[config.mk]
export PLATFORM = sky130hd
export DESIGN_NAME = uart_frame_rx
export DESIGN_NICKNAME = d
export VERILOG_FILES = /design/src/rtl/uart_frame_rx.sv
export SDC_FILE = /design/constraint.sdc
export NUM_CORES = 1
export LEC_CHECK = 0
export ABC_AREA = 1
export CAP_MARGIN = 15
export CORE_MARGIN = 4
export CORE_UTILIZATION = 40
export CTS_CLUSTER_DIAMETER = 100
export DETAILED_ROUTE_END_ITERATION = 7
export PLACE_DENSITY = 0.68
export SYNTH_ARGS = -nofsm -noshare
export SYNTH_HDL_FRONTEND = slang
export SYNTH_SLANG_ARGS = --single-unit
[constraint.sdc]
create_clock -name sys_clk -period 2.22 [get_ports sys_clk]
set_input_delay 0.444 -clock sys_clk [delete_from_list [all_inputs] [get_ports sys_clk]]
set_output_delay 0.444 -clock sys_clk [all_outputs]
set_load 0.03 [all_outputs]
[src/rtl/uart_frame_rx.sv]
// rtl/uart_frame_rx.sv - multi-byte UART frame receiver with valid/ready output and error/timeout pulses
// Optional parity bit per character: define UART_FRAME_RX_PARITY_EN (PARITY_ODD selects odd parity).
module uart_frame_rx #(
  parameter int BYTES        = 5,
  parameter int BPS          = 9600,
  parameter int CLK_FRE      = 50_000_000,
  parameter int MSB_FIRST    = 0,
  parameter int TIMEOUT_BITS = 20
`ifdef UART_FRAME_RX_PARITY_EN
  ,
  parameter int PARITY_ODD   = 0
`endif
) (
  input  logic               sys_clk,
  input  logic               sys_rst_n,
  input  logic               uart_rxd,
  output logic [BYTES*8-1:0] frame_data,
  output logic               frame_vld,
  input  logic               frame_rdy,
  output logic               frame_err,
  output logic               frame_timeout,
  output logic               frame_ovf
);
  localparam int BAUD_CNT = CLK_FRE / BPS;
  localparam int BW       = $clog2(BAUD_CNT + 1);
  localparam int CW       = $clog2(BYTES + 1);
  localparam int TO_CYC   = TIMEOUT_BITS * BAUD_CNT;
  localparam int TW       = $clog2(TO_CYC + 2);
  localparam logic [BW-1:0] HALF      = BW'(BAUD_CNT / 2);
  localparam logic [BW-1:0] LAST      = BW'(BAUD_CNT - 1);
  localparam logic [CW-1:0] LAST_SLOT = CW'(BYTES - 1);
  localparam logic [TW-1:0] TO_LAST   = TW'(TO_CYC - 1);

  typedef enum logic [2:0] {IDLE, START, DATA, PARITY, STOP} state_t;

  state_t             state, state_nxt;
  logic               rxd_s1, rxd_s2, rxd_d, fall;
  logic [BW-1:0]      baud_cnt;
  logic               baud_clr, sample, par_smp, done_nxt, err_nxt, byte_done, par_ok;
  logic [2:0]         bit_idx;
  logic [7:0]         shreg;
  logic [CW-1:0]      byte_cnt, slot;
  logic [BYTES*8-1:0] shadow, shadow_nxt;
  logic               complete;
  logic [TW-1:0]      idle_cnt;
  logic               to_run, to_hit;

  always_ff @(posedge sys_clk or negedge sys_rst_n) begin
    if (!sys_rst_n) {rxd_s1, rxd_s2, rxd_d} <= 3'b111;
    else            {rxd_s1, rxd_s2, rxd_d} <= {uart_rxd, rxd_s1, rxd_s2};
  end

  assign fall = rxd_d & ~rxd_s2;

  always_comb begin
    state_nxt = state;
    baud_clr  = 1'b0;
    sample    = 1'b0;
    par_smp   = 1'b0;
    done_nxt  = 1'b0;
    err_nxt   = 1'b0;
    case (state)
      IDLE: begin
        baud_clr = 1'b1;
        if (fall) state_nxt = START;
      end
      START: if (baud_cnt == HALF) begin
        baud_clr  = 1'b1;
        state_nxt = rxd_s2 ? IDLE : DATA;
      end
      DATA: if (baud_cnt == LAST) begin
        baud_clr = 1'b1;
        sample   = 1'b1;
`ifdef UART_FRAME_RX_PARITY_EN
        if (bit_idx == 3'd7) state_nxt = PARITY;
`else
        if (bit_idx == 3'd7) state_nxt = STOP;
`endif
      end
`ifdef UART_FRAME_RX_PARITY_EN
      PARITY: if (baud_cnt == LAST) begin
        baud_clr  = 1'b1;
        par_smp   = 1'b1;
        state_nxt = STOP;
      end
`endif
      STOP: if (baud_cnt == LAST) begin
        // Rearm at mid-stop so a start bit directly after the stop bit is caught.
        baud_clr  = 1'b1;
        state_nxt = IDLE;
        if (rxd_s2 && par_ok) done_nxt = 1'b1;
        else                  err_nxt  = 1'b1;
      end
      default: state_nxt = IDLE;
    endcase
  end

`ifdef UART_FRAME_RX_PARITY_EN
  logic par_bit;
  always_ff @(posedge sys_clk or negedge sys_rst_n) begin
    if (!sys_rst_n)   par_bit <= 1'b0;
    else if (par_smp) par_bit <= rxd_s2;
  end
  assign par_ok = (par_bit == ((^shreg) ^ (PARITY_ODD != 0)));
`else
  assign par_ok = ~par_smp;
`endif

  always_ff @(posedge sys_clk or negedge sys_rst_n) begin
    if (!sys_rst_n) begin
      state     <= IDLE;
      baud_cnt  <= '0;
      bit_idx   <= 3'd0;
      shreg     <= 8'h00;
      byte_done <= 1'b0;
      frame_err <= 1'b0;
    end else begin
      state     <= state_nxt;
      baud_cnt  <= baud_clr ? '0 : baud_cnt + 1'b1;
      byte_done <= done_nxt;
      frame_err <= err_nxt;
      if (state == START) bit_idx <= 3'd0;
      else if (sample)    bit_idx <= bit_idx + 3'd1;
      if (sample) shreg <= {rxd_s2, shreg[7:1]};
    end
  end

  assign slot     = (MSB_FIRST != 0) ? LAST_SLOT - byte_cnt : byte_cnt;
  assign complete = byte_done && (byte_cnt == LAST_SLOT);

  always_comb begin
    shadow_nxt = shadow;
    if (byte_done) shadow_nxt[int'(slot)*8 +: 8] = shreg;
  end

  // The idle counter only runs inside a partial frame while the line is idle.
  assign to_run = (TIMEOUT_BITS != 0) && (state == IDLE) && (byte_cnt != '0) && !fall;
  assign to_hit = to_run && (idle_cnt == TO_LAST);

  always_ff @(posedge sys_clk or negedge sys_rst_n) begin
    if (!sys_rst_n) begin
      byte_cnt      <= '0;
      shadow        <= '0;
      idle_cnt      <= '0;
      frame_timeout <= 1'b0;
      frame_data    <= '0;
      frame_vld     <= 1'b0;
      frame_ovf     <= 1'b0;
    end else begin
      shadow        <= shadow_nxt;
      idle_cnt      <= (!to_run || to_hit) ? '0 : idle_cnt + 1'b1;
      frame_timeout <= to_hit;
      frame_ovf     <= complete && frame_vld && !frame_rdy;
      if (frame_err || to_hit) byte_cnt <= '0;
      else if (byte_done)      byte_cnt <= complete ? '0 : byte_cnt + 1'b1;
      if (complete && (!frame_vld || frame_rdy)) begin
        frame_data <= shadow_nxt;
        frame_vld  <= 1'b1;
      end else if (frame_vld && frame_rdy) begin
        frame_vld <= 1'b0;
      end
    end
  end
endmodule

Word level (Yosys, flattened, before mapping)
Index checks and enable logic that the tools add are counted.
W data, S select, Z words.
{"block": "word_totals", "mem_bits_ro": 0, "mem_bits_rw": 0, "output_inout_bits": 44, "memories": 0, "regBits": 135, "latch_bits": 0, "wordCells": 88}
{"block": "classes", "n_eq_ne": 13, "n_addsub": 5, "shift": 2, "n_mux": 28, "magnitude_cmp": 0, "n_mul": 0, "bitwise": 2, "n_div": 0, "n_reduce_logical": 22}
{"operator": "$bwmux W40", "n": 1}
{"operator": "$mux W40", "n": 1}
{"operator": "$shift A8 B33 Y40 const A", "n": 1}
{"operator": "$shiftx A8 B33 Y40", "n": 1}
{"operator": "$neg A6 Y33", "n": 1}
{"operator": "$mux W3", "n": 10}
{"operator": "$add A17 B1 Y17 const B", "n": 1}
{"operator": "$eq A17 B17 Y1 const B", "n": 1}
{"operator": "$mux W17", "n": 1}
{"operator": "$add A13 B1 Y13 const B", "n": 1}
{"operator": "$eq A13 B12 Y1 const B", "n": 1}
{"operator": "$eq A13 B13 Y1 const B", "n": 1}
{"operator": "$mux W13", "n": 1}
{"operator": "$pmux W3 S4", "n": 1}
{"operator": "$mux W1", "n": 11}
{"operator": "$ne A2 B2 Y1 const B", "n": 5}
{"operator": "$eq A3 B3 Y1 const B", "n": 3}
{"operator": "$logic_and A1 B1 Y1", "n": 8}
{"operator": "$add A3 B1 Y3 const B", "n": 2}
{"operator": "$reduce_bool A2 Y1", "n": 3}
{"operator": "$reduce_and A5 Y1", "n": 1}
{"operator": "$logic_not A1 Y1", "n": 4}
{"operator": "$eq A3 B1 Y1 const B", "n": 1}
{"operator": "$eq A3 B2 Y1 const B", "n": 1}
{"operator": "8 further kinds", "n": 10}

Logic depth before layout (Yosys ltp)
Gate-level depths: netlist of the first run.
{"block": "logic_depth", "word_depth": 7, "depth_mapped": 14, "mapped_depth_nobuf": 11}

Worst setup path after synthesis of the first run
OpenSTA, ideal clock, no wires.
{"block": "synth_timing", "path_type": "register to register", "startpoint": "register byte_cnt[0]", "endpoint": "register shadow[0]", "t_arrival_ps": 2009, "slack_ps": 92, "path_stages_with_launch": 9, "setup_ps": 119, "period_less_slack_ps": 2128, "path_cell_list": "dfrtp_1 buf_6 inv_2 buf_6 ha_1 ha_1 nor4_4 nand3_1 and2_1"}
{"block": "synth_between", "elab_chain_len": 4, "word_cells_on_any_way": 5, "classes_between": "add/sub: 1; shift: 2; mux: 2"}
{"item": "start: declaration", "line": "42", "text": "logic [CW-1:0] byte_cnt, slot;"}
{"item": "start signal: assignment", "line": "155", "text": "else if (byte_done) byte_cnt <= complete ? '0 : byte_cnt + 1'b1;"}
{"item": "$neg A6 Y33 *", "line": "133", "text": "if (byte_done) shadow_nxt[int'(slot)*8 +: 8] = shreg;"}
{"item": "$shiftx A8 B33 Y40 / $shift A8 B33 Y40 (equally long branches)", "line": "133"}
{"item": "$bwmux W40 *", "line": "133"}
{"item": "$mux W40 *", "line": "133"}
{"item": "named net shadow_nxt[0]", "line": "43", "text": "logic [BYTES*8-1:0] shadow, shadow_nxt;"}
{"item": "end signal: assignment", "line": "150", "text": "shadow <= shadow_nxt;"}
{"item": "end: declaration", "line": "43"}
Mark *: on every way through the listed nets, which the timed path passes. The rest lies on a longest branch.
A chain may end at the register's enable or synchronous reset.

Final worst setup path of the first run
{"block": "layout_timing", "startpoint": "register frame_vld", "endpoint": "output port frame_vld"}
{"item": "start: declaration", "line": "18", "text": "output logic frame_vld,"}
{"item": "start signal: assignment", "line": "147", "text": "frame_vld <= 1'b0;"}
{"item": "start signal: assignment", "line": "158", "text": "frame_vld <= 1'b1;"}
{"item": "start signal: assignment", "line": "160", "text": "frame_vld <= 1'b0;"}
No word-level cell between the ends.

==> results.rst, run 1 <==
.. list-table::
   :header-rows: 1

   * - Metric
     - Value
   * - Outcome
     - finished clean
   * - Total number of nets in the final design
     - 807
   * - Cell with the largest stage delay on the worst path
     - clkdlybuf4s50_1
   * - GR met2 Demand/Resource
     - 23.3%
   * - Proportion of synthesized chip area in sequential cells
     - 54.3%
   * - Final count of negative-setup-slack endpoints
     - 0
   * - Clock tree from TritonCTS
     - done
   * - Fill cell total of the finished layout
     - about 1,400
   * - Remaining routing DRC violations
     - 0
   * - Initial DRT Pass Iterations
     - 4
   * - Antenna violations before repair
     - 0
   * - Share of flip-flops with an asynchronous set or reset after synthesis
     - 100%
   * - Count of cell types in the netlist
     - 41
   * - Weighted congestion reported at the end of routability-driven placement
     - 0.871
   * - Detail Route Antenna Nets
     - 0
   * - Synth-to-layout area growth
     - 22.2%
   * - Number of warnings reported in the yosys synthesis log
     - 0
   * - Met3 demand-to-capacity share in global routing
     - 5.17%
   * - Busiest metal layer after global routing
     - met2
   * - Maximum level of the CTS H-tree
     - 4
   * - Startpoint of the tightest hold check path
     - rxd_s1$_DFF_PN1_
   * - Post-route total power
     - 5920 µW
   * - Diodes inserted
     - 0
   * - Mapped cell area
     - 0.00623 mm²
   * - Final number of max-transition violations
     - 0
   * - TritonCTS Sinks
     - 135
   * - Number of register bits inferred by synthesis
     - 135
   * - Critical register-to-register path startpoint
     - byte_cnt[1]$_DFFE_PN0P_
   * - Rel. slew slack
     - between 60% and 70%
   * - Critical path's largest stage delay
     - 0.71 ns
   * - Final Skew
     - 0.00682 ns
   * - Worst-path cell chain
     - clkdlybuf4s50_1
   * - Clk Latency, worst-skew pair
     - 0.42 ns
   * - Static leakage
     - 0.00362 µW
   * - Core Rows
     - 45
   * - Placement Setup Slack
     - 0.206 ns
   * - Placeable core region
     - 0.0153 mm²
   * - Total global routing track utilization
     - 15.7%
   * - Max FO, Critical Path
     - 3
   * - Final period util
     - 91.0%
   * - Synthesized net count
     - 745
   * - Fraction of final layout cells with drive strength greater than 1
     - just over 10%
   * - Post-synth EDFFs
     - 0
   * - Wire length after detailed routing
     - 12,900 µm
   * - Maximum clock frequency
     - 495 MHz
   * - Power density over cell area
     - 778 mW/mm²
   * - Die Outline Area
     - 0.0176 mm²
   * - Height of the chip
     - roughly 130 µm
   * - Kind of path behind the tightest hold check
     - reg2reg
   * - Setup repair after global routing missed its margin
     - false
   * - Post-layout minimum cycle time
     - 2.02 ns
   * - Width of the die
     - approximately 130 µm
   * - Number of clock buffers inserted by TritonCTS
     - 17
   * - Drt wl/cell
     - 12.7 µm
   * - Mean instance size in the synthesized netlist
     - 8.53 µm²
   * - Most used DFF post-synth
     - dfrtp_1
   * - Stages on the worst setup path
     - 1
   * - Count of final hold-check violations
     - 0
   * - Largest net degree at the start of global routing
     - 52
   * - Setup CP Type
     - reg2out
   * - Worst setup EP type
     - primary output
   * - Starting utilization of the core area
     - 40.8%
   * - Global-route congestion overflow total
     - 0
   * - Boundary Pins
     - 48
   * - Clk pin slew, worst setup/hold paths
     - 0.05 ns
   * - Number of stages on the worst hold path
     - 0
   * - Transition time of the tightest slew-check pin
     - a little under 0.5 ns
   * - Worst-case setup margin in the final layout
     - 0.200 ns
   * - Buf/Inv on CP
     - 1
   * - Via-per-instance ratio
     - 4.65
   * - Quantity of I/O buffers inserted on ports
     - 47
   * - Bufs on Longest Clock Path
     - 2
   * - Via count of the first global-routing pass
     - between 4,000 and 5,000
   * - Required time at the endpoint of the critical path
     - roughly 1.8 ns
   * - Number of instances in the synthesized netlist
     - 731
   * - Crit path DAT
     - 1.58 ns
   * - Worst reg2reg path depth
     - 10
   * - CTS Root Cell
     - clkbuf_16
   * - Number of max-cap violations
     - 0
   * - GR met1 Demand/Resource
     - a little over a fifth
   * - Startpoint kind of the worst setup timing path
     - flop
   * - Global-route wire length before repair
     - 22,300 µm
   * - Setup TNS
     - 0 ns
   * - Kind of cell adding the most delay to the critical path
     - buffers and inverters
   * - HPWL reported at the end of detailed placement
     - 8940 µm
   * - Startpoint of the most critical setup path
     - frame_vld$_DFFE_PN0P_
   * - Vias after detailed routing
     - 4,729
   * - Count of routing violations after the opening detailed-route iteration
     - around 330
   * - Highest ir drop seen on vdd
     - about 600 µV
[metal layers]
metal	part of all wire (%)	up-vias
met3	4.8	21
met2	45	88
met4	2.3	0
li1	-	2432
met5	0	-
met1	48	2188
[power by group]
part / switching, µW / internal (µW) / total (µW)
combinational: 266 / 125 / 391
sequential: 66.6 / 2520 / 2580
clock: 1050 / 1900 / 2950
total: 1380 / 4540 / 5920
[per-stage QoR]
stage	util (%)	hold slack (ns)	cell area, µm²	cells
floorplan	-	0.148	6230	731
global placement	45.8	0.359	6980	984
detailed placement	45.8	0.356	6980	984
CTS	49.9	0.364	7610	1016
global route	49.9	0.370	7610	1016
finish	49.9	0.362	7610	1016
[timing repair]
item                                    CTS  global route
hold buffers                              1             0
gates resized for setup                   0             1
endpoints found under the setup margin    0             1
buffers inserted                          0             0
hold endpoints to repair                 49             0
[synth_stat cells, types with 2 or more instances]
| library cell | count | share of area, % |
|---|---|---|
| buf_2 | 4 | 0.32 |
| buf_4 | 3 | 0.36 |
| o21ai_1 | 5 | 0.40 |
| inv_1 | 77 | 4.6 |
| nor3_2 | 2 | 0.32 |
| nand3_1 | 43 | 3.5 |
| ha_1 | 10 | 2.0 |
| nand4_1 | 5 | 0.50 |
| nor3_1 | 26 | 2.1 |
| nor2_2 | 6 | 0.60 |
| buf_6 | 6 | 1.1 |
| nand2_2 | 4 | 0.40 |
| o21ai_2 | 2 | 0.28 |
| inv_2 | 6 | 0.36 |
| and2_1 | 9 | 0.90 |
| nand2_1 | 201 | 12 |
| nor2_4 | 2 | 0.36 |
| nor2_1 | 96 | 5.8 |
| a21oi_1 | 15 | 1.2 |
| clkbuf_1 | 4 | 0.24 |
| a21oi_2 | 3 | 0.42 |
| nand3_2 | 2 | 0.32 |
| nor4_1 | 2 | 0.20 |
| o21ai_0 | 30 | 2.4 |
| xor2_1 | 13 | 1.8 |
| dfstp_2 | 3 | 1.3 |
| dfrtp_1 | 132 | 53 |
| nand2_4 | 2 | 0.36 |
| a31oi_1 | 6 | 0.60 |
[path summary, 6_finish.rpt]
path | end | slack (ns)
max | frame_vld | 0.20
min | rxd_s2$_DFF_PN1_ | 0.36
max reg2reg | frame_data[34]$_DFFE_PN0P_ | 0.22
min reg2reg | rxd_s2$_DFF_PN1_ | 0.36
max in group asynchronous | rxd_d$_DFF_PN1_ | 1.05
min in group asynchronous | idle_cnt[13]$_DFF_PN0_ | 0.54
[kinds of logic after synthesis]
logic type | after synthesis | share of synthesized area, %
flip-flops | 135 | 54.3
buffers and inverters | 102 | 7.17
AND/OR/NAND/NOR | 407 | 29.0
adder cells (fa/ha/maj) | 10 | 2.01
XOR/XNOR | 14 | 1.97
AO/OA/AOI/OAI | 63 | 5.64
[placed cells by master, fill, tap and decap left out, types with 10 or more instances in the layout]
| cell type | n |
|---|---|
| nand2_1 | 201 |
| dfrtp_1 | 132 |
| nor2_1 | 96 |
| inv_1 | 77 |
| clkdlybuf4s50_1 | 46 |
| nand3_1 | 43 |
| o21ai_0 | 30 |
| nor3_1 | 26 |
| clkbuf_16 | 17 |
| a21oi_1 | 15 |
| xor2_1 | 13 |
| ha_1 | 10 |
| buf_4 | 10 |
[state kept, by name, indices dropped and copies added (netlist names)]
register / count
bit_idx: 3
frame_data: 40
frame_timeout: 1
baud_cnt: 13
rxd_d: 1
shadow: 40
state: 3
rxd_s2: 1
idle_cnt: 17
byte_done: 1
frame_vld: 1
byte_cnt: 3
rxd_s1: 1
frame_ovf: 1
frame_err: 1
shreg: 8
[area by class of cell]
| class | instances | area [µm²] | area share [%] |
|---|---|---|---|
| Sequential cell | 135 | 3380 | 44.4 |
| Multi-Input combinational cell | 494 | 2410 | 31.7 |
| Timing Repair Buffer | 61 | 617 | 8.10 |
| Clock buffer | 19 | 443 | 5.82 |
| Inverter | 84 | 320 | 4.21 |
| Tap cell | 211 | 264 | 3.47 |
| Clock inverter | 12 | 176 | 2.32 |
Note: power is estimated with default switching activity, not from simulation.
==> inputs of run 2 (changes only) <==
--- a/config.mk
+++ b/config.mk
@@ -7,10 +7,11 @@
 export LEC_CHECK = 0
 export ABC_AREA = 1
 export CAP_MARGIN = 15
-export CORE_MARGIN = 4
+export CORE_MARGIN = 2
 export CORE_UTILIZATION = 40
 export CTS_CLUSTER_DIAMETER = 100
 export DETAILED_ROUTE_END_ITERATION = 7
+export HOLD_SLACK_MARGIN = 0.03
 export PLACE_DENSITY = 0.68
 export SYNTH_ARGS = -nofsm -noshare
 export SYNTH_HDL_FRONTEND = slang
==> results.rst, run 2 (synthesized netlist as in run 1, its figures left out) <==
.. list-table::
   :header-rows: 1

   * - Metric
     - Value
   * - Detail Route Antenna Nets
     - 0 (unchanged)
   * - Global-route congestion overflow total
     - 0 (unchanged)
   * - Count of routing violations after the opening detailed-route iteration
     - 353 (was 334)
   * - Tightest hold margin
     - 0.355 ns (was 0.362 ns)
   * - Rel. slew slack
     - 66.2% (was 67.3%)
   * - DP Area
     - 0.00695 mm² (was 0.00698 mm²)
   * - Total instance count after detailed placement
     - 964 (was 984)
   * - Worst-path cell chain
     - inv_1 -> ha_1 -> ha_1 -> nand3_2 -> inv_2 -> nand2_2 -> a21oi_1 -> nor2_1 -> nand2_1 -> nand2_1 (was clkdlybuf4s50_1)
   * - TritonCTS Sinks
     - 135 (unchanged)
   * - Clk pin slew, worst setup/hold paths
     - 0.06 ns (was 0.05 ns)
   * - Final non-filler cell total
     - 995 (was 1,016)
   * - Static leakage
     - 0.00360 µW (was 0.00362 µW)
   * - Placeable core region
     - 0.0152 mm² (was 0.0153 mm²)
   * - Critical path's largest stage delay
     - 0.39 ns (was 0.71 ns)
   * - Startpoint kind of the worst setup timing path
     - flop (unchanged)
   * - Summed area of non-filler cells in the final layout
     - 0.00751 mm² (was 0.00761 mm²)
   * - Most frequent cells in the layout
     - nand2_1, dfrtp_1, nor2_1 (unchanged)
   * - Drt wl/cell
     - 13.2 µm (was 12.7 µm)
   * - Width of the die
     - 129 µm (was 133 µm)
   * - Fraction of final layout cells with drive strength greater than 1
     - 10.4% (was 10.2%)
   * - CTS Root Cell
     - clkbuf_16 (unchanged)
   * - Remaining routing DRC violations
     - 0 (unchanged)
   * - Global-route wire length before repair
     - 22,700 µm (was 22,300 µm)
   * - Starting utilization of the core area
     - 41.0% (was 40.8%)
   * - Initial DRT Pass Iterations
     - 5 (was 4)
   * - Height of the chip
     - 129 µm (was 133 µm)
   * - Final Skew
     - 0.00773 ns (was 0.00682 ns)
   * - Kind of path behind the tightest hold check
     - reg2reg (unchanged)
   * - Highest ir drop seen on vdd
     - 541 µV (was 617 µV)
   * - Core Rows
     - 45 (unchanged)
   * - Transition time of the tightest slew-check pin
     - 0.508 ns (was 0.490 ns)
   * - Clock tree from TritonCTS
     - done (unchanged)
   * - Count of final hold-check violations
     - 0 (unchanged)
   * - Most common library cell in the layout ignoring fill and taps
     - nand2_1 (unchanged)
   * - Clk Latency, worst-skew pair
     - 0.43 ns (was 0.42 ns)
   * - Regs by FF count
     - frame_data x40, shadow x40, idle_cnt x17 (unchanged)
   * - Worst setup EP type
     - flop (was primary output)
   * - Maximum level of the CTS H-tree
     - 4 (unchanged)
   * - Maximum clock frequency
     - 490 MHz (was 495 MHz)
   * - Setup CP Type
     - reg2reg (was reg2out)
   * - Resized Gates After CTS
     - 0 (unchanged)
   * - Post-layout minimum cycle time
     - 2.04 ns (was 2.02 ns)
   * - Final number of max-transition violations
     - 0 (unchanged)
   * - Via-per-instance ratio
     - 4.77 (was 4.65)
   * - Diodes inserted
     - 0 (unchanged)
   * - Total number of nets in the final design
     - 810 (was 807)
   * - Total global routing track utilization
     - 17.5% (was 15.7%)
   * - Post-route total power
     - 5610 µW (was 5920 µW)
   * - Number of max-cap violations
     - 0 (unchanged)
   * - Largest net degree at the start of global routing
     - 55 (was 52)
   * - Boundary Pins
     - 48 (unchanged)
   * - Startpoint of the tightest hold check path
     - rxd_s1$_DFF_PN1_ (unchanged)
   * - Max FO, Critical Path
     - 9 (was 3)
   * - Power density over cell area
     - 746 mW/mm² (was 778 mW/mm²)
   * - Antenna violations before repair
     - 0 (unchanged)
   * - Setup repair after global routing missed its margin
     - false (unchanged)
   * - Startpoint of the most critical setup path
     - byte_cnt[1]$_DFFE_PN0P_ (was frame_vld$_DFFE_PN0P_)
   * - Vias after detailed routing
     - 4,745 (was 4,729)
   * - Required time at the endpoint of the critical path
     - 2.53 ns (was 1.78 ns)
   * - Crit path DAT
     - 2.36 ns (was 1.58 ns)
   * - Wire length after detailed routing
     - 13,200 µm (was 12,900 µm)
   * - Quantity of I/O buffers inserted on ports
     - 47 (unchanged)
   * - Bufs on Longest Clock Path
     - 2 (unchanged)
   * - Final period util
     - 92.0% (was 91.0%)
   * - Weighted congestion reported at the end of routability-driven placement
     - 0.906 (was 0.871)
   * - Synth-to-layout area growth
     - 20.6% (was 22.2%)
   * - Outcome
     - finished clean (unchanged)
   * - Final count of negative-setup-slack endpoints
     - 0 (unchanged)
   * - Number of clock buffers inserted by TritonCTS
     - 17 (unchanged)
   * - Cell with the largest stage delay on the worst path
     - ha_1 (was clkdlybuf4s50_1)
   * - Via count of the first global-routing pass
     - 4,672 (was 4,626)
   * - HPWL reported at the end of detailed placement
     - 9260 µm (was 8940 µm)
   * - Die Outline Area
     - 0.0166 mm² (was 0.0176 mm²)
   * - Critical register-to-register path startpoint
     - byte_cnt[1]$_DFFE_PN0P_ (unchanged)
   * - Setup TNS
     - 0 ns (unchanged)
run 2: cell types whose count changed in the layout (fill, tap and decap cells not counted):
cell | previous run | this run
buf_12 | 3 | 1
buf_4 | 10 | 15
bufinv_16 | 4 | 1
clkbuf_8 | 1 | 2
clkinv_2 | 3 | 2
clkinvlp_4 | 2 | 3
inv_2 | 5 | 6
inv_4 | 2 | 1
inv_6 | 1 | 2
run 2: final timing paths:
check,cells after the start,slack [ns],endpoint
min reg2reg,0,0.36,rxd_s2$_DFF_PN1_
max reg2reg,10,0.18,frame_data[34]$_DFFE_PN0P_
max in group asynchronous,3,0.99,rxd_d$_DFF_PN1_
max,10,0.18,frame_data[34]$_DFFE_PN0P_
min in group asynchronous,2,0.54,idle_cnt[5]$_DFF_PN0_
min,0,0.36,rxd_s2$_DFF_PN1_
run 2: cell type report:
cell class	instances	area (µm²)
inverter	84	318
tap	188	235
clock inverter	10	97.6
fill	1398	7690
timing repair buffer	64	614
sequential	135	3380
clock buffer	20	457
multi-input combinational	494	2410
run 2: power breakdown:
part | total [µW] | internal (µW) | switching [µW] | leakage (µW)
registers | 2580 | 2520 | 66.0 | 0.00182
logic | 391 | 125 | 266 | 0.00151
clock network | 2630 | 1590 | 1040 | 0.000265
run 2: stage by stage:
step           worst slack (ns)  util, %
5_1_grt                 0.00626     49.4
4_1_cts                   0.186     49.4
3_3_place_gp              0.242     45.7
6_report                  0.178     49.4
3_5_place_dp              0.211     45.7
2_1_floorplan            0.0920        -
run 2: worst max-delay path: cells and delay by family, from the launching register on:
| family | cells | cell delay (ns) |
|---|---|---|
| adder cells (fa/ha/maj) | 2 | 0.60 |
| AO/OA/AOI/OAI | 1 | 0.16 |
| flip-flops | 1 | 0.38 |
| buffers and inverters | 2 | 0.25 |
| AND/OR/NAND/NOR | 5 | 0.53 |
run 2: repair_timing:
action / CTS / global route
endpoints found under the hold margin: 49 / 0
setup buffers: 0 / 0
hold buffers: 1 / 0
run 2: layer usage:
layer | vias up | global-route usage, % | wire length (µm)
met3 | 19 | 4.62 | 546
met2 | 87 | 27.2 | 6020
li1 | 2424 | - | -
met4 | 0 | 8.18 | 299
met1 | 2215 | 23.0 | 6290
met5 | - | 0 | 0
==> inputs of run 3 (changes only) <==
--- a/config.mk
+++ b/config.mk
@@ -10,6 +10,7 @@
 export CORE_MARGIN = 2
 export CORE_UTILIZATION = 40
 export CTS_CLUSTER_DIAMETER = 100
+export CTS_CLUSTER_SIZE = 24
 export DETAILED_ROUTE_END_ITERATION = 7
 export HOLD_SLACK_MARGIN = 0.03
 export PLACE_DENSITY = 0.68
==> results of run 3 <==
Final layout, timing and power as in run 2 (identical DEF).
